## config.mk

```make
export PLATFORM = sky130hd
export DESIGN_NAME = ifu_rvc_aligner
export DESIGN_NICKNAME = d
export VERILOG_FILES = /design/src/rtl/ifu_rvc_aligner.sv
export SDC_FILE = /design/constraint.sdc
export NUM_CORES = 1
export LEC_CHECK = 0
export BUFFER_PORTS_ARGS = -buffer_cell sky130_fd_sc_hd__buf_4
export CORE_UTILIZATION = 45
export DETAILED_ROUTE_END_ITERATION = 10
export PLACE_DENSITY = 0.87
export SLEW_MARGIN = 30
export SYNTH_ARGS = -nofsm -noshare
export SYNTH_HDL_FRONTEND = slang
export SYNTH_SLANG_ARGS = --single-unit
```

## constraint.sdc

```tcl
create_clock -name clk -period 1.8 [get_ports clk]
set_clock_uncertainty 0.05 [all_clocks]
set_input_delay 0 -clock clk [delete_from_list [all_inputs] [get_ports clk]]
set_output_delay 0 -clock clk [all_outputs]
set_load 0.005 [all_outputs]
```

## src/rtl/ifu_rvc_aligner.sv

```systemverilog
// ifu_rvc_aligner: realigns 32-bit fetch words from the fetch FIFO into a
// stream of 16-bit (RVC) and 32-bit RISC-V instructions for decode.
// Straddling 32-bit instructions are assembled from a held upper halfword.
module ifu_rvc_aligner #(
   parameter int              PC_W     = 32,
   parameter logic [PC_W-1:0] RESET_PC = PC_W'(32'h8000_0000)
) (
   input  logic            clk,
   input  logic            rst,
   input  logic            fifo_unempty,
   input  logic [31:0]     fifo_data,
   output logic            fifo_r_req,
   input  logic            flush,
   input  logic [PC_W-1:0] flush_pc,
   output logic            inst_valid,
   input  logic            inst_ready,
   output logic [31:0]     inst,
   output logic [PC_W-1:0] inst_pc,
   output logic            inst_is_rvc
);

   typedef struct packed {
      logic [PC_W-1:0] pc;      // PC of the next instruction to emit
      logic            off;     // next halfword within head word (1 = upper)
      logic            hold_v;  // upper half of a straddling inst is held
      logic [15:0]     hold;
   } state_t;

   state_t          st_q, st_d;
   logic [15:0]     lo, hi;
   logic            lo_rvc, hi_rvc;
   logic            pop_on_fire;   // accepted inst ends in the head word's upper half
   logic            load_hold;     // upper half starts a straddling inst
   logic            fire;
   logic [PC_W-1:0] pc_p2, pc_p4;

   assign lo     = fifo_data[15:0];
   assign hi     = fifo_data[31:16];
   assign lo_rvc = (lo[1:0] != 2'b11);
   assign hi_rvc = (hi[1:0] != 2'b11);
   assign pc_p2  = st_q.pc + PC_W'(2);
   assign pc_p4  = st_q.pc + PC_W'(4);

   // Select the instruction at the current halfword; inst_ready is not used
   // here so inst_valid never depends on it.
   always_comb begin
      inst_valid  = 1'b0;
      inst        = fifo_data;
      inst_is_rvc = 1'b0;
      pop_on_fire = 1'b0;
      load_hold   = 1'b0;
      if (st_q.hold_v) begin
         inst_valid = fifo_unempty;
         inst       = {lo, st_q.hold};
      end else if (!st_q.off) begin
         inst_valid = fifo_unempty;
         if (lo_rvc) begin
            inst        = {16'h0, lo};
            inst_is_rvc = 1'b1;
         end else begin
            inst        = fifo_data;
            pop_on_fire = 1'b1;
         end
      end else if (hi_rvc) begin
         inst_valid  = fifo_unempty;
         inst        = {16'h0, hi};
         inst_is_rvc = 1'b1;
         pop_on_fire = 1'b1;
      end else begin
         // straddle: stash the upper half and pop, no instruction this cycle
         load_hold = fifo_unempty;
      end
      if (flush) begin
         inst_valid = 1'b0;
         load_hold  = 1'b0;
      end
   end

   assign fire       = inst_valid & inst_ready;
   assign fifo_r_req = (fire & pop_on_fire) | load_hold;
   assign inst_pc    = st_q.pc;

   // Next state: flush over fire over hold load.
   always_comb begin
      st_d = st_q;
      if (flush) begin
         st_d.pc     = flush_pc;
         st_d.off    = flush_pc[1];
         st_d.hold_v = 1'b0;
      end else if (fire) begin
         if (st_q.hold_v) begin
            st_d.hold_v = 1'b0;
            st_d.off    = 1'b1;
            st_d.pc     = pc_p4;
         end else if (!st_q.off) begin
            if (lo_rvc) begin
               st_d.off = 1'b1;
               st_d.pc  = pc_p2;
            end else begin
               st_d.pc  = pc_p4;
            end
         end else begin
            st_d.off = 1'b0;
            st_d.pc  = pc_p2;
         end
      end else if (load_hold) begin
         st_d.hold   = hi;
         st_d.hold_v = 1'b1;
         st_d.off    = 1'b0;
      end
   end

   // State register with synchronous active-low reset; a held half is dropped.
   always_ff @(posedge clk) begin
      if (!rst) begin
         st_q <= '{pc: RESET_PC, off: RESET_PC[1], hold_v: 1'b0, hold: 16'h0};
      end else begin
         st_q <= st_d;
      end
   end

endmodule

```

# [Yosys cells after proc, flatten, opt, wreduce, memory -nomap -nowiden]
# Index checks and enable logic that the tools add are counted.
[classes] addsub=2 multipliers=0 n_div=0 magnitude_cmp=0 eq_ne=2 shift=0 n_mux=26 bitwise_logic=6 n_reduce_logical=4
[op_table] cell="$mux W32" n=6
[op_table] cell="$mux W33" n=2
[op_table] cell="$mux W34" n=1
[op_table] cell="$add A32 B2 Y32 const B" n=1
[op_table] cell="$add A32 B3 Y32 const B" n=1
[op_table] cell="$mux W18" n=1
[op_table] cell="$mux W1" n=15
[op_table] cell="$ne A2 B2 Y1 const B" n=2
[op_table] cell="$not A1 Y1" n=3
[op_table] cell="$reduce_and A3 Y1" n=1
[op_table] cell="$reduce_bool A3 Y1" n=1
[op_table] cell="$reduce_or A3 Y1" n=1
[op_table] cell="$and A1 B1 Y1" n=2
[op_table] cell="$mux W2" n=1
[op_table] cell="$reduce_bool A2 Y1" n=1
[op_table] cell="$or A1 B1 Y1" n=1
[word_totals] reg_bits=50 latchBits=0 mem_bits_rw=0 romBits=0 input_bits=69 out_inout_bits=67 elab_cells=44 mem_count=0

# [Depth between registers and ports, before layout]
[depth] ltp_word=8 depth_mapped=7 mapped_depth_nobuf=6

# [Least setup slack after synthesis]
# OpenSTA, ideal clock, no wires.
[synth_path] kind="reg-to-reg" start="register st_q, in the netlist inst_pc[1]" end="register st_q, in the netlist inst_pc[31]" setup_time_ns=0.122 t_arrival_ns=1.822 required_ns=1.628 slack_ns=-0.194 path_stages_with_launch=7 n_path_buf=0 period_less_slack_ns=1.994 path_cell_list="dfxtp_1 > ha_1 > nor2b_1 > nand2_1 > a211o_1 > o31a_1 > o32a_1"
[synth_between] elab_chain_len=6 word_cells_on_any_way=7 cone_classes="add/sub (2); mux (5)"
[synth_rtl] item="start: declaration" line_no="29" source="state_t st_q, st_d;"
[synth_rtl] item="start signal: assignment" line_no="116" source="st_q <= '{pc: RESET_PC, off: RESET_PC[1], hold_v: 1'b0, hold: 16'h0};"
[synth_rtl] item="start signal: assignment" line_no="118" source="st_q <= st_d;"
[synth_rtl] item="$add A32 B3 Y32 or $add A32 B2 Y32 (tied branches)" line_no="42, 41"
[synth_rtl] item="$mux W32" line_no="96" source="if (lo_rvc) begin"
[synth_rtl] item="$mux W33" line_no="95" source="end else if (!st_q.off) begin"
[synth_rtl] item="$mux W33 *" line_no="91" source="if (st_q.hold_v) begin"
[synth_rtl] item="$mux W32 *" line_no="90" source="end else if (fire) begin"
[synth_rtl] item="$mux W34 *" line_no="86" source="if (flush) begin"
# Every way passes the cells marked *; elsewhere a longest branch is shown, timed or not. The select of a mux whose other input is x is not followed.
# A chain may end at the register's enable or synchronous reset.

# [Worst setup path after layout]
[layout_path] start="register st_q[17] in the netlist's numbering" end="register st_q, in the netlist inst_pc[23]"
[layout_between] elab_chain_len=5 word_cells_on_any_way=9 cone_classes="mux (7); bitwise (1); reduce/logical (1)"
[layout_rtl] item="$mux W1" line_no="55" source="end else if (!st_q.off) begin"
[layout_rtl] item="$mux W1" line_no="52" source="if (st_q.hold_v) begin"
[layout_rtl] item="$mux W1" line_no="73" source="if (flush) begin"
[layout_rtl] item="$and A1 B1 Y1" line_no="79" source="assign fire = inst_valid & inst_ready;"
[layout_rtl] item="$reduce_bool A2 Y1 (no line)"
# Several ways; a longest one is shown, not always the timed one. The select of a mux whose other input is x is not followed.

==> impl_results.md <==
- Clock sink total: 50
- Post-layout minimum cycle time: about 1900 ps
- FF+latch area: around 1000 um2
- Commonest non-fill, non-tap cell in the layout: buf_4
- Synth-to-Final Area Change: 64.3%
- Endpoint of the worst-slack reg-to-reg timing path: inst_pc[23]$_SDFFE_PN0P_
- Num rows: 31
- Ant diodes: 0
- Slew Limit Fails: 0
- Inst Count DP: 700
- Die area: slightly above 8000 um2
- Tot Pwr: between 0.002 and 0.003 W
- #FFs+latches synth: 50
- Routability congestion estimate from global placement: about 0.9
- Die H: roughly 90 um
- Drc violations: 0
- Root Buffer: clkbuf_8
- Setup violators final: 10
- Final Hold Viols: 0
- Ys async rst share: 0%
- CTS tree: yes
- Slew HR: between 70% and 80%
- Clk slew on worst S/H paths: 110 ps
- First-pass GRT wire length: 21000 um
- Worst Tran Pin Value: 418 ps
- Vias in the first global route: about 4500
- Syn_nets: between 500 and 600
- Antenna violations before repair: 0
- Filler-free cell count of the finished design: between 700 and 800
- Final worst slack: -118 ps
- Die width: ~90 um
- WP data arrival: 2110 ps
- Synth warn: 0
- DR WL/cell: around 18 um
- Synth Flop Type: dfxtp_1
- Footprint of the multi-input gates: 2420 um2
- Nets: between 700 and 800
- Maximum root-to-sink buffer count: 2
- Share of cells above drive strength 1: 44.4%
- Achievable Freq: roughly 520 MHz
- Syn Area/Cell: 7.66 um2
- Flop2flop setup slack: -120 ps
- Violated checks: setup timing
- Pre-CTS setup slack: -67.9 ps
- Crit-path max FO: 5
- Setup CP Type: register to register
- CP startpoint: st_q[17]$_SDFFE_PN0P_
- Number of CTS-inserted buffers: 5
- GR Layer Usage met3: under 10%
- Register area share after synthesis: 28.5%
- Worst hold start: flush_pc[14]
- Max VDD drop: 0.000349 V
- Initial DRC count: about 330
- Starting density of the core: around 47%
- Clock H-tree levels: 2
- Met2 Use GR: roughly 58%
- Most frequent cells in the layout: buf_4 (200), nand2_1 (64), dlygate4sd3_1 (39)
- Worst-skew pair later-pin latency: 320 ps
- DRT antenna net count: 0
- Reg2reg start: st_q[17]$_SDFFE_PN0P_
- Post-synth EDFFs: 0
- Core area: between 7000 and 8000 um2
- DP Wirelength: around 8800 um
- Tot GR Track Use: between 30% and 40%
- Fin util: about 78%
- R2R depth: 6
- Status: finished with violations
- Final worst-path cycle share: 107%
- Library cells used by synthesis: 61
- Routed WL: between 10000 and 15000 um
- Setup TNS: -459 ps
- Hold Crit Depth: 3
- Via-to-Cell Ratio: around 5.9
- Max-cap violations: 0
- WHS Endpoint: inst_pc[14]$_SDFFE_PN0P_
- Worst path required time: ~2000 ps
- CP endpoint kind: register
- Met1 Usage GRT: between 30% and 40%
- DRT Pass-1 Iters: 5
- CP startpoint kind: register
- Hold Path Class: input pin to register
- Pwr Density: a little under 500 nW/um2
- Mapped Area: approximately 3500 um2
- Cell count after synthesis: roughly 460
- Vias: 4516
- Port buffer count: about 140
- Grt peak-use layer: met2
- Fillers: 469
- RSZ-0062 raised after global routing: yes
- # IOs: 136
- Largest net degree at the start of global routing: 50
- Lkg Pwr: between 2 and 2.5 nW
- Global route overflow: 0
## flip-flops by register name, indices dropped and copies added, names as in the netlist
register / count
st_q: 18
inst_pc: 32
## critical path, stage by stage (launching register included)
cell      delay [ps]
dfxtp_4          380
nand3b_1         250
buf_4            170
and2_4           170
o21ai_1          120
or4_1            540
a31oi_1          180
## final cells by class
class | instances | area share [%]
Clock inverter | 2 | 0.260
Sequential cell | 50 | 17.8
Clock buffer | 5 | 1.19
Timing Repair Buffer | 253 | 35.9
Inverter | 11 | 0.845
Tap cell | 99 | 2.14
Multi-Input combinational cell | 341 | 41.9
## Yosys cell counts (9+ instances only)
cell type / count / share of area, %
nand4_1: 9 / 1.6
inv_1: 10 / 1.1
a31oi_1: 11 / 2.0
nand2_1: 70 / 7.5
dfxtp_1: 50 / 28
xnor2_1: 9 / 2.2
a21oi_1: 23 / 3.3
o21ai_0: 23 / 3.3
nand3_1: 18 / 2.6
a22o_1: 17 / 4.2
mux2i_1: 15 / 4.3
buf_4: 32 / 6.8
nor2_1: 24 / 2.6
clkbuf_1: 21 / 2.2
o21ai_1: 20 / 2.8
## cells by family after synthesis
| logic type | Yosys count | synth area share (%) |
|---|---|---|
| simple gates | 175 | 25.3 |
| compound gates | 137 | 27.1 |
| buf+inv | 68 | 11.0 |
| flops | 50 | 28.5 |
| mux | 17 | 4.91 |
| xor+xnor | 10 | 2.49 |
| fa+ha+maj | 2 | 0.712 |
## layer usage
metal  wire, um  up-vias
li1           -     2066
met1       5120     2132
met2       7280      287
met3       1260       31
met4        332        0
met5          0        -
## timing repair
item	CTS	global route
resized for setup	30	63
hold buffers	38	1
endpoints found under the setup margin	42	72
pin swaps	11	25
gates cloned	1	0
endpoints found under the hold margin	38	1
buffers inserted	3	14
## how the worst max path moves through the flow
stage / end / slack, ps / cells after the start
2_1_floorplan: inst_pc[31]$_SDFFE_PN1P_ / -60 / 5
3_3_place_gp: inst_pc[29]$_SDFFE_PN0P_ / -30 / 6
6_report: inst_pc[23]$_SDFFE_PN0P_ / -120 / 6
4_1_cts: inst_pc[26]$_SDFFE_PN0P_ / -50 / 6
3_5_place_dp: inst_pc[29]$_SDFFE_PN0P_ / -70 / 6
5_1_grt: inst_pc[23]$_SDFFE_PN0P_ / -150 / 6
## power by group
part | total (W) | switching [W] | internal (W) | leakage, nW
registers | 0.00121 | 0.0000475 | 0.00116 | 0.417
logic | 0.000960 | 0.000433 | 0.000527 | 1.92
clock network | 0.000676 | 0.000409 | 0.000267 | 0.0362
total | 0.00284 | 0.000890 | 0.00195 | 2.38
## per-stage QoR
stage | instance area, um2 | hold slack (ps)
3_3_place_gp | 4820 | 184
2_1_floorplan | 3540 | 57.6
5_1_grt | 5780 | 30.1
6_report | 5780 | 4.59
3_5_place_dp | 4820 | 195
4_1_cts | 5450 | 9.83
Note: power is estimated with default switching activity, not from simulation.
